==> src/rtl/xm_bus_ctrl.sv <==
// xm_bus_ctrl: single-master bus access controller with byte lanes,
// bounded wait for acknowledge, and one-cycle done/fault pulses.
//
// Ports:
//   clk_i, arst_i          clock, synchronous active-high reset
//   req_i, we_i, datSel_i  access request, direction, byte lanes
//   badMem_i               illegal-address flag from the decoder
//   mar_i, omdr_i          word address and write data
//   mem_o                  read data returned to the datapath
//   done_o, fault_o        one-cycle completion / fault pulses
//   busy_o                 transaction in progress
//   bus_*_o, bus_*_i       bus master side (cyc/we/sel/adr/dat/ack)
module xm_bus_ctrl #(
   parameter int WORD    = 16,
   parameter int TIMEOUT = 15
) (
   input  logic            clk_i,
   input  logic            arst_i,
   input  logic            req_i,
   input  logic            we_i,
   input  logic [1:0]      datSel_i,
   input  logic            badMem_i,
   input  logic [WORD-2:0] mar_i,
   input  logic [WORD-1:0] omdr_i,
   output logic [WORD-1:0] mem_o,
   output logic            done_o,
   output logic            fault_o,
   output logic            busy_o,
   output logic            bus_cyc_o,
   output logic            bus_we_o,
   output logic [1:0]      bus_sel_o,
   output logic [WORD-2:0] bus_adr_o,
   output logic [WORD-1:0] bus_dat_o,
   input  logic [WORD-1:0] bus_dat_i,
   input  logic            bus_ack_i
);

   localparam int HALF = WORD / 2;

   // Final ACCESS cycle index; ACCESS lasts at most TIMEOUT cycles.
   localparam logic [7:0] LP_LAST = 8'(TIMEOUT - 1);

   typedef enum logic [1:0] {
      S_IDLE,
      S_ACCESS,
      S_DONE,
      S_FAULT
   } state_t;

   state_t          r_state;
   state_t          w_next;

   logic            r_we;
   logic [1:0]      r_sel;
   logic [WORD-2:0] r_adr;
   logic [WORD-1:0] r_dat;
   logic [WORD-1:0] r_mem;
   logic [7:0]      r_cnt;

   logic            w_accept;
   logic            w_reject;
   logic            w_in_acc;
   logic            w_last;
   logic            w_ack;
   logic [WORD-1:0] w_rdat;

   assign w_accept = (r_state == S_IDLE) && req_i;
   assign w_reject = badMem_i || (datSel_i == 2'b00);
   assign w_in_acc = (r_state == S_ACCESS);
   assign w_last   = (r_cnt == LP_LAST);

   // Acknowledge only has meaning while a bus cycle is open.
   assign w_ack    = w_in_acc && bus_ack_i;

   // Byte reads are returned right-justified and zero-extended.
   always_comb begin
      w_rdat = bus_dat_i;
      unique case (r_sel)
         2'b01:   w_rdat = {{HALF{1'b0}}, bus_dat_i[HALF-1:0]};
         2'b10:   w_rdat = {{HALF{1'b0}}, bus_dat_i[WORD-1:HALF]};
         default: w_rdat = bus_dat_i;
      endcase
   end

   // Next-state logic.
   always_comb begin
      w_next = r_state;
      unique case (r_state)
         S_IDLE: begin
            if (req_i) begin
               if (w_reject) w_next = S_FAULT;
               else          w_next = S_ACCESS;
            end
         end
         S_ACCESS: begin
            // Ack on the final cycle still completes normally.
            if (bus_ack_i)   w_next = S_DONE;
            else if (w_last) w_next = S_FAULT;
         end
         S_DONE:  w_next = S_IDLE;
         S_FAULT: w_next = S_IDLE;
         default: w_next = S_IDLE;
      endcase
   end

   // State register.
   always_ff @(posedge clk_i) begin
      if (arst_i) r_state <= S_IDLE;
      else        r_state <= w_next;
   end

   // Request capture, wait counter and read-data register.
   always_ff @(posedge clk_i) begin
      if (arst_i) begin
         r_we  <= 1'b0;
         r_sel <= 2'b00;
         r_adr <= '0;
         r_dat <= '0;
         r_mem <= '0;
         r_cnt <= '0;
      end else begin
         if (w_accept) begin
            r_we  <= we_i;
            r_sel <= datSel_i;
            r_adr <= mar_i;
            r_dat <= omdr_i;
            r_cnt <= '0;
         end
         if (w_in_acc && !bus_ack_i && !w_last) begin
            r_cnt <= r_cnt + 8'd1;
         end
         if (w_ack && !r_we) begin
            r_mem <= w_rdat;
         end
      end
   end

   // Bus outputs are quiet whenever no cycle is open.
   assign bus_cyc_o = w_in_acc;
   assign bus_we_o  = w_in_acc && r_we;
   assign bus_sel_o = w_in_acc ? r_sel : 2'b00;
   assign bus_adr_o = w_in_acc ? r_adr : '0;
   assign bus_dat_o = w_in_acc ? r_dat : '0;

   assign mem_o   = r_mem;
   assign done_o  = (r_state == S_DONE);
   assign fault_o = (r_state == S_FAULT);
   assign busy_o  = (r_state != S_IDLE);

endmodule

==> config.mk <==
export PLATFORM = sky130hd
export DESIGN_NAME = xm_bus_ctrl
export DESIGN_NICKNAME = d
export VERILOG_FILES = /design/src/rtl/xm_bus_ctrl.sv
export SDC_FILE = /design/constraint.sdc
export NUM_CORES = 1
export LEC_CHECK = 0
export ABC_AREA = 1
export BUFFER_PORTS_ARGS = -buffer_cell sky130_fd_sc_hd__buf_4
export CORE_ASPECT_RATIO = 1.2
export CORE_UTILIZATION = 43
export CTS_CLUSTER_SIZE = 24
export DETAILED_ROUTE_END_ITERATION = 12
export PLACE_DENSITY_LB_ADDON = 0.08
export SLEW_MARGIN = 20
export SYNTH_ARGS = -nofsm -noshare
export SYNTH_HDL_FRONTEND = slang
export SYNTH_SLANG_ARGS = --single-unit
==> constraint.sdc <==
create_clock -name clk_i -period 1.3 [get_ports clk_i]
set_input_delay 0.065 -clock clk_i [delete_from_list [all_inputs] [get_ports clk_i]]
set_output_delay 0.065 -clock clk_i [all_outputs]
set_load 0.02 [all_outputs]
---- Word level (Yosys, flattened, before mapping) ----
Cells that the tools add are included.
storage, ports and cells
  output and inout port bits .............. 54
  bits of input ports ..................... 55
  word-level logic and storage cells ...... 43
  bits in registers ....................... 60
cells by class
  eq/ne operators ......................... 8
  reductions and logical operators ........ 16
  multiplexer cells ....................... 11
  $add $sub $neg .......................... 1
operators with widths
  operator               count
  $pmux W16 S2           1
  $mux W16               1
  $mux W8                2
  $mux W15               1
  $mux W2                5
  $add A8 B1 Y8 const B  1
  $eq A8 B4 Y1 const B   1
  $eq A2 B2 Y1 const B   3
  $logic_and A1 B1 Y1    6
  $pmux W2 S3            1
  $eq A2 B1 Y1 const B   2
  $logic_not A2 Y1       2
  $reduce_bool A2 Y1     2
  $logic_not A1 Y1       3
  $ne A3 B2 Y1 const B   1
  $ne A2 B2 Y1 const B   1
  $reduce_and A2 Y1      1
  $reduce_or A2 Y1       1
  $logic_or A1 B1 Y1     1

---- Logic depth before layout (Yosys ltp) ----
  depth in word-level cells ............... 5
  gate-level depth with buffers ........... 8
  gate-level depth less buffers ........... 8

---- Least setup slack after synthesis ----
Ideal clock, no wire load.
  path type ............................... register to register
  start ................................... reg r_sel[0]
  end ..................................... reg r_mem[6] (netlist: mem_o[6])
  data required time ...................... 1.226 ns
  period minus slack after synthesis ...... 1.311 ns
  data arrival time ....................... 1.236 ns
  library setup time ...................... 0.074 ns
  setup slack ............................. -0.011 ns
  path buffers ............................ 1
  cell stages (with the launch flop) ...... 6
  path through ............................ dfxtp_1 -> inv_1 -> ha_1 -> clkbuf_1 -> o21ai_0 -> a31oi_1
between the ends
  word-level cells in the longest chain between the ends .. 2
  elaborated cells between the ends (all ways) .. 3
  those cells by class .................... eq/ne: 2; mux: 1
RTL lines
  what                                                 line  source
  start: declaration                                   54    logic [1:0] r_sel;
  start signal: assignment                             124   r_sel <= datSel_i;
  $eq A2 B2 Y1 / $eq A2 B1 Y1 (equally long branches)  78    unique case (r_sel)
  $pmux W16 S2 (*)                                     78
  end signal: assignment                               133   r_mem <= w_rdat;
  end: declaration                                     57    logic [WORD-1:0] r_mem;
Mark *: on every way between the ends. The rest lies on a longest branch, timed or not.
A chain may end at the register's enable or synchronous reset.

---- Worst setup path after layout ----
  start ................................... reg r_state[1]
  end ..................................... out bus_dat_o[14]
between the ends
  word-level cells in the longest chain between the ends .. 2
RTL lines
  what                      line  source
  start: declaration        50    state_t r_state;
  start signal: assignment  109   else r_state <= w_next;
  $eq A2 B1 Y1              69    assign w_in_acc = (r_state == S_ACCESS);
  $mux W16                  143   assign bus_dat_o = w_in_acc ? r_dat : '0;
  end: declaration          33    output logic [WORD-1:0] bus_dat_o,
Every way passes these cells.

==> results.json <==
{
  "status": "finished, violations left",
  "failed_checks": "hold timing, setup timing",
  "row_count": 30,
  "ys_ff_latch": 60,
  "grt_overflow_total": 0,
  "grt_use_total_pct": 23.2,
  "r2r_cells": 6,
  "globalplace.congestion": 0.813,
  "ys_warn_count": 0,
  "rsz0062_at_grt": "yes",
  "synth_edf_count": 0,
  "die-height_um": 87.2,
  "synth_area_per_cell_sq_um": 7.32,
  "start_kind": "register",
  "synth_top_area_share_pct": 46.2,
  "hold_ws_ps": -8.25,
  "drt-initial-drc-count": 106,
  "yosysTopAreaCell": "dfxtp_1",
  "critical_path_class": "register to output port",
  "regArea_sq_mm": 0.00121,
  "min_period_ps": 1330,
  "synth_top_flop_cell": "dfxtp_1",
  "grt_pass1_wl_um": 11300,
  "cts-root-buf": "clkbuf_8",
  "die_area_sq_mm": 0.00636,
  "numCtsBuffers": 9,
  "dpl.hpwl_um": 4760,
  "slew_viol_final": 0,
  "power_leakage_uw": 0.00176,
  "slew_headroom_pct": 78.8,
  "multiInputGateArea_sq_mm": 0.00136,
  "finalHoldViolations": 2,
  "synthArstFlopShare_pct": 0,
  "first_pass_iters": 4,
  "hold_path_class": "input pin to register",
  "peakVddDrop_mv": 0.893,
  "cts_max_level": 3,
  "fillerInstances": 480,
  "synth-seq-area-share_pct": 46.2,
  "hold_depth": 3,
  "clock_path_buffers": 2,
  "critPathArrivalTime_ps": 1270,
  "syn-instance-count": 355,
  "p_per_area_mw_per_mm2": 1160,
  "worst_pin_slew_ps": 318,
  "grt_pass1_vias": 2504,
  "cts_tree": "yes",
  "clk_latency_ps": 340,
  "netlist_area_sq_mm": 0.00260,
  "finClkSkew_ps": 7.64,
  "vias": 2812,
  "setup_ws_ps": -32.6,
  "clkSinkCount": 60,
  "ios": 109,
  "setup_viol": 12,
  "final_layout_size_suffix_gt1_share_pct": 41.3,
  "final_cells": 567,
  "postRouteAntennaNets": 0,
  "worst-path-max-fanout": 13,
  "finalCritPeriodShare_pct": 103,
  "grt_max_degree": 43,
  "fp.coreArea_sq_mm": 0.00574,
  "power_uw": 4900,
  "max_freq_mhz": 750,
  "wl_per_cell_um": 13.6,
  "synth.distinct_cells": 25,
  "crit_required_ps": 1240,
  "ys_top_cells_by_count": "dfxtp_1 (60), a21oi_1 (50), o21ai_0 (49)",
  "nets": 541,
  "start_util_pct": 45.3,
  "antenna_found_initial": 0,
  "wl_um": 7730,
  "num_antenna_cells": 0,
  "yosys-top-cells-area": "dfxtp_1 (46%), a21oi_1 (9.6%), o21ai_0 (9.4%), nor2_1 (6.5%), inv_1 (6.4%)",
  "portBuffers": 108,
  "clkTransAtPathRegs_ps": 70,
  "via_per_inst": 4.96,
  "area_delta_synth_final_pct": 62.4,
  "synth.most_common_cell": "dfxtp_1",
  "die_w_um": 73.0,
  "syn_nets": 414,
  "placed_cells": 540,
  "drc": 0,
  "endpoint_kind": "output port",
  "maxCapViolCount": 0
}
## worst max-delay path, cell delays in order, from the launching register on
cell	delay (ps)
dfxtp_4	350
inv_4	70
nand2_8	90
buf_12	170
nor2_2	100
buf_4	150
## layout make-up
type / count / area share [%]
Clock buffer: 11 / 3.35
Clock inverter: 5 / 0.652
Multi-Input combinational cell: 229 / 32.1
Timing Repair Buffer: 136 / 28.7
Sequential cell: 60 / 28.7
Tap cell: 80 / 2.37
Inverter: 46 / 4.15
## cells in the final DEF (no fill, tap or decap), types with 17 or more instances in the layout
cell      n
dfxtp_1  57
nand2_1  29
o21ai_0  22
nand3_1  24
o21ai_1  30
buf_6    28
inv_1    41
buf_4    99
nor2_4   17
a21oi_1  47
## registers in the layout, summed over array words and instances (netlist names)
name and cells:
mem_o 16, r_adr 15, r_cnt 8, r_dat 16
r_sel 2, r_state 2, r_we 1
## where the power goes
part | internal [uW] | switching [uW]
combinational | 602 | 779
sequential | 2010 | 71.0
clock | 729 | 708
total | 3340 | 1560
## per-stage QoR
step / setup WS (ps) / util [%] / area [sq um] / hold WS [ps] / TNS [ps]
3_3_place_gp: 71.2 / 62.2 / 3570 / 342 / 0
4_1_cts: -12.7 / 68.5 / 3940 / 0.800 / -146
6_report: -32.6 / 73.5 / 4220 / -8.25 / -119
5_1_grt: -99.8 / 73.5 / 4220 / 5.20 / -1730
2_1_floorplan: 53.9 / - / 2600 / 134 / 0
3_5_place_dp: 17.2 / 62.2 / 3570 / 354 / 0
## layer usage
layer | GRT usage [%] | up-vias | share of wire, %
met4 | 11.8 | 0 | 2.3
met1 | 27.6 | 1281 | 40
met5 | 0 | - | 0
met2 | 39.1 | 92 | 52
met3 | 5.09 | 15 | 4.9
li1 | - | 1424 | -
## path summary, 6_finish.rpt
path / slack (ps) / endpoint / startpoint
worst max-delay path: -30 / bus_dat_o[14] / r_state[1]$_SDFFE_PP0P_
worst min-delay path: -8 / r_adr[7]$_SDFFE_PP0P_ / mar_i[7]
worst max register to register: 20 / r_adr[0]$_SDFFE_PP0P_ / r_state[1]$_SDFFE_PP0P_
worst min register to register: 450 / r_dat[1]$_SDFFE_PP0P_ / r_dat[1]$_SDFFE_PP0P_
## cells by family after synthesis
group                      Yosys count  share of synthesized area [%]
DFF                                 60                           46.2
adders and majority gates            4                           1.93
xor gates and xnor gates             2                          0.674
buffers and inverters               66                           10.3
AOI/OAI and AO/OA                  112                           22.1
and+or+nand+nor                    111                           18.9
## what timing repair did
item,in CTS,in global routing
hold buffers,3,1
setup buffers,2,3
endpoints found under the hold margin,3,1
endpoints found under the setup margin,37,88
pin swaps,0,5
resized for setup,30,99
cloned,2,0
No activity file was read; power rests on OpenSTA's default activity.
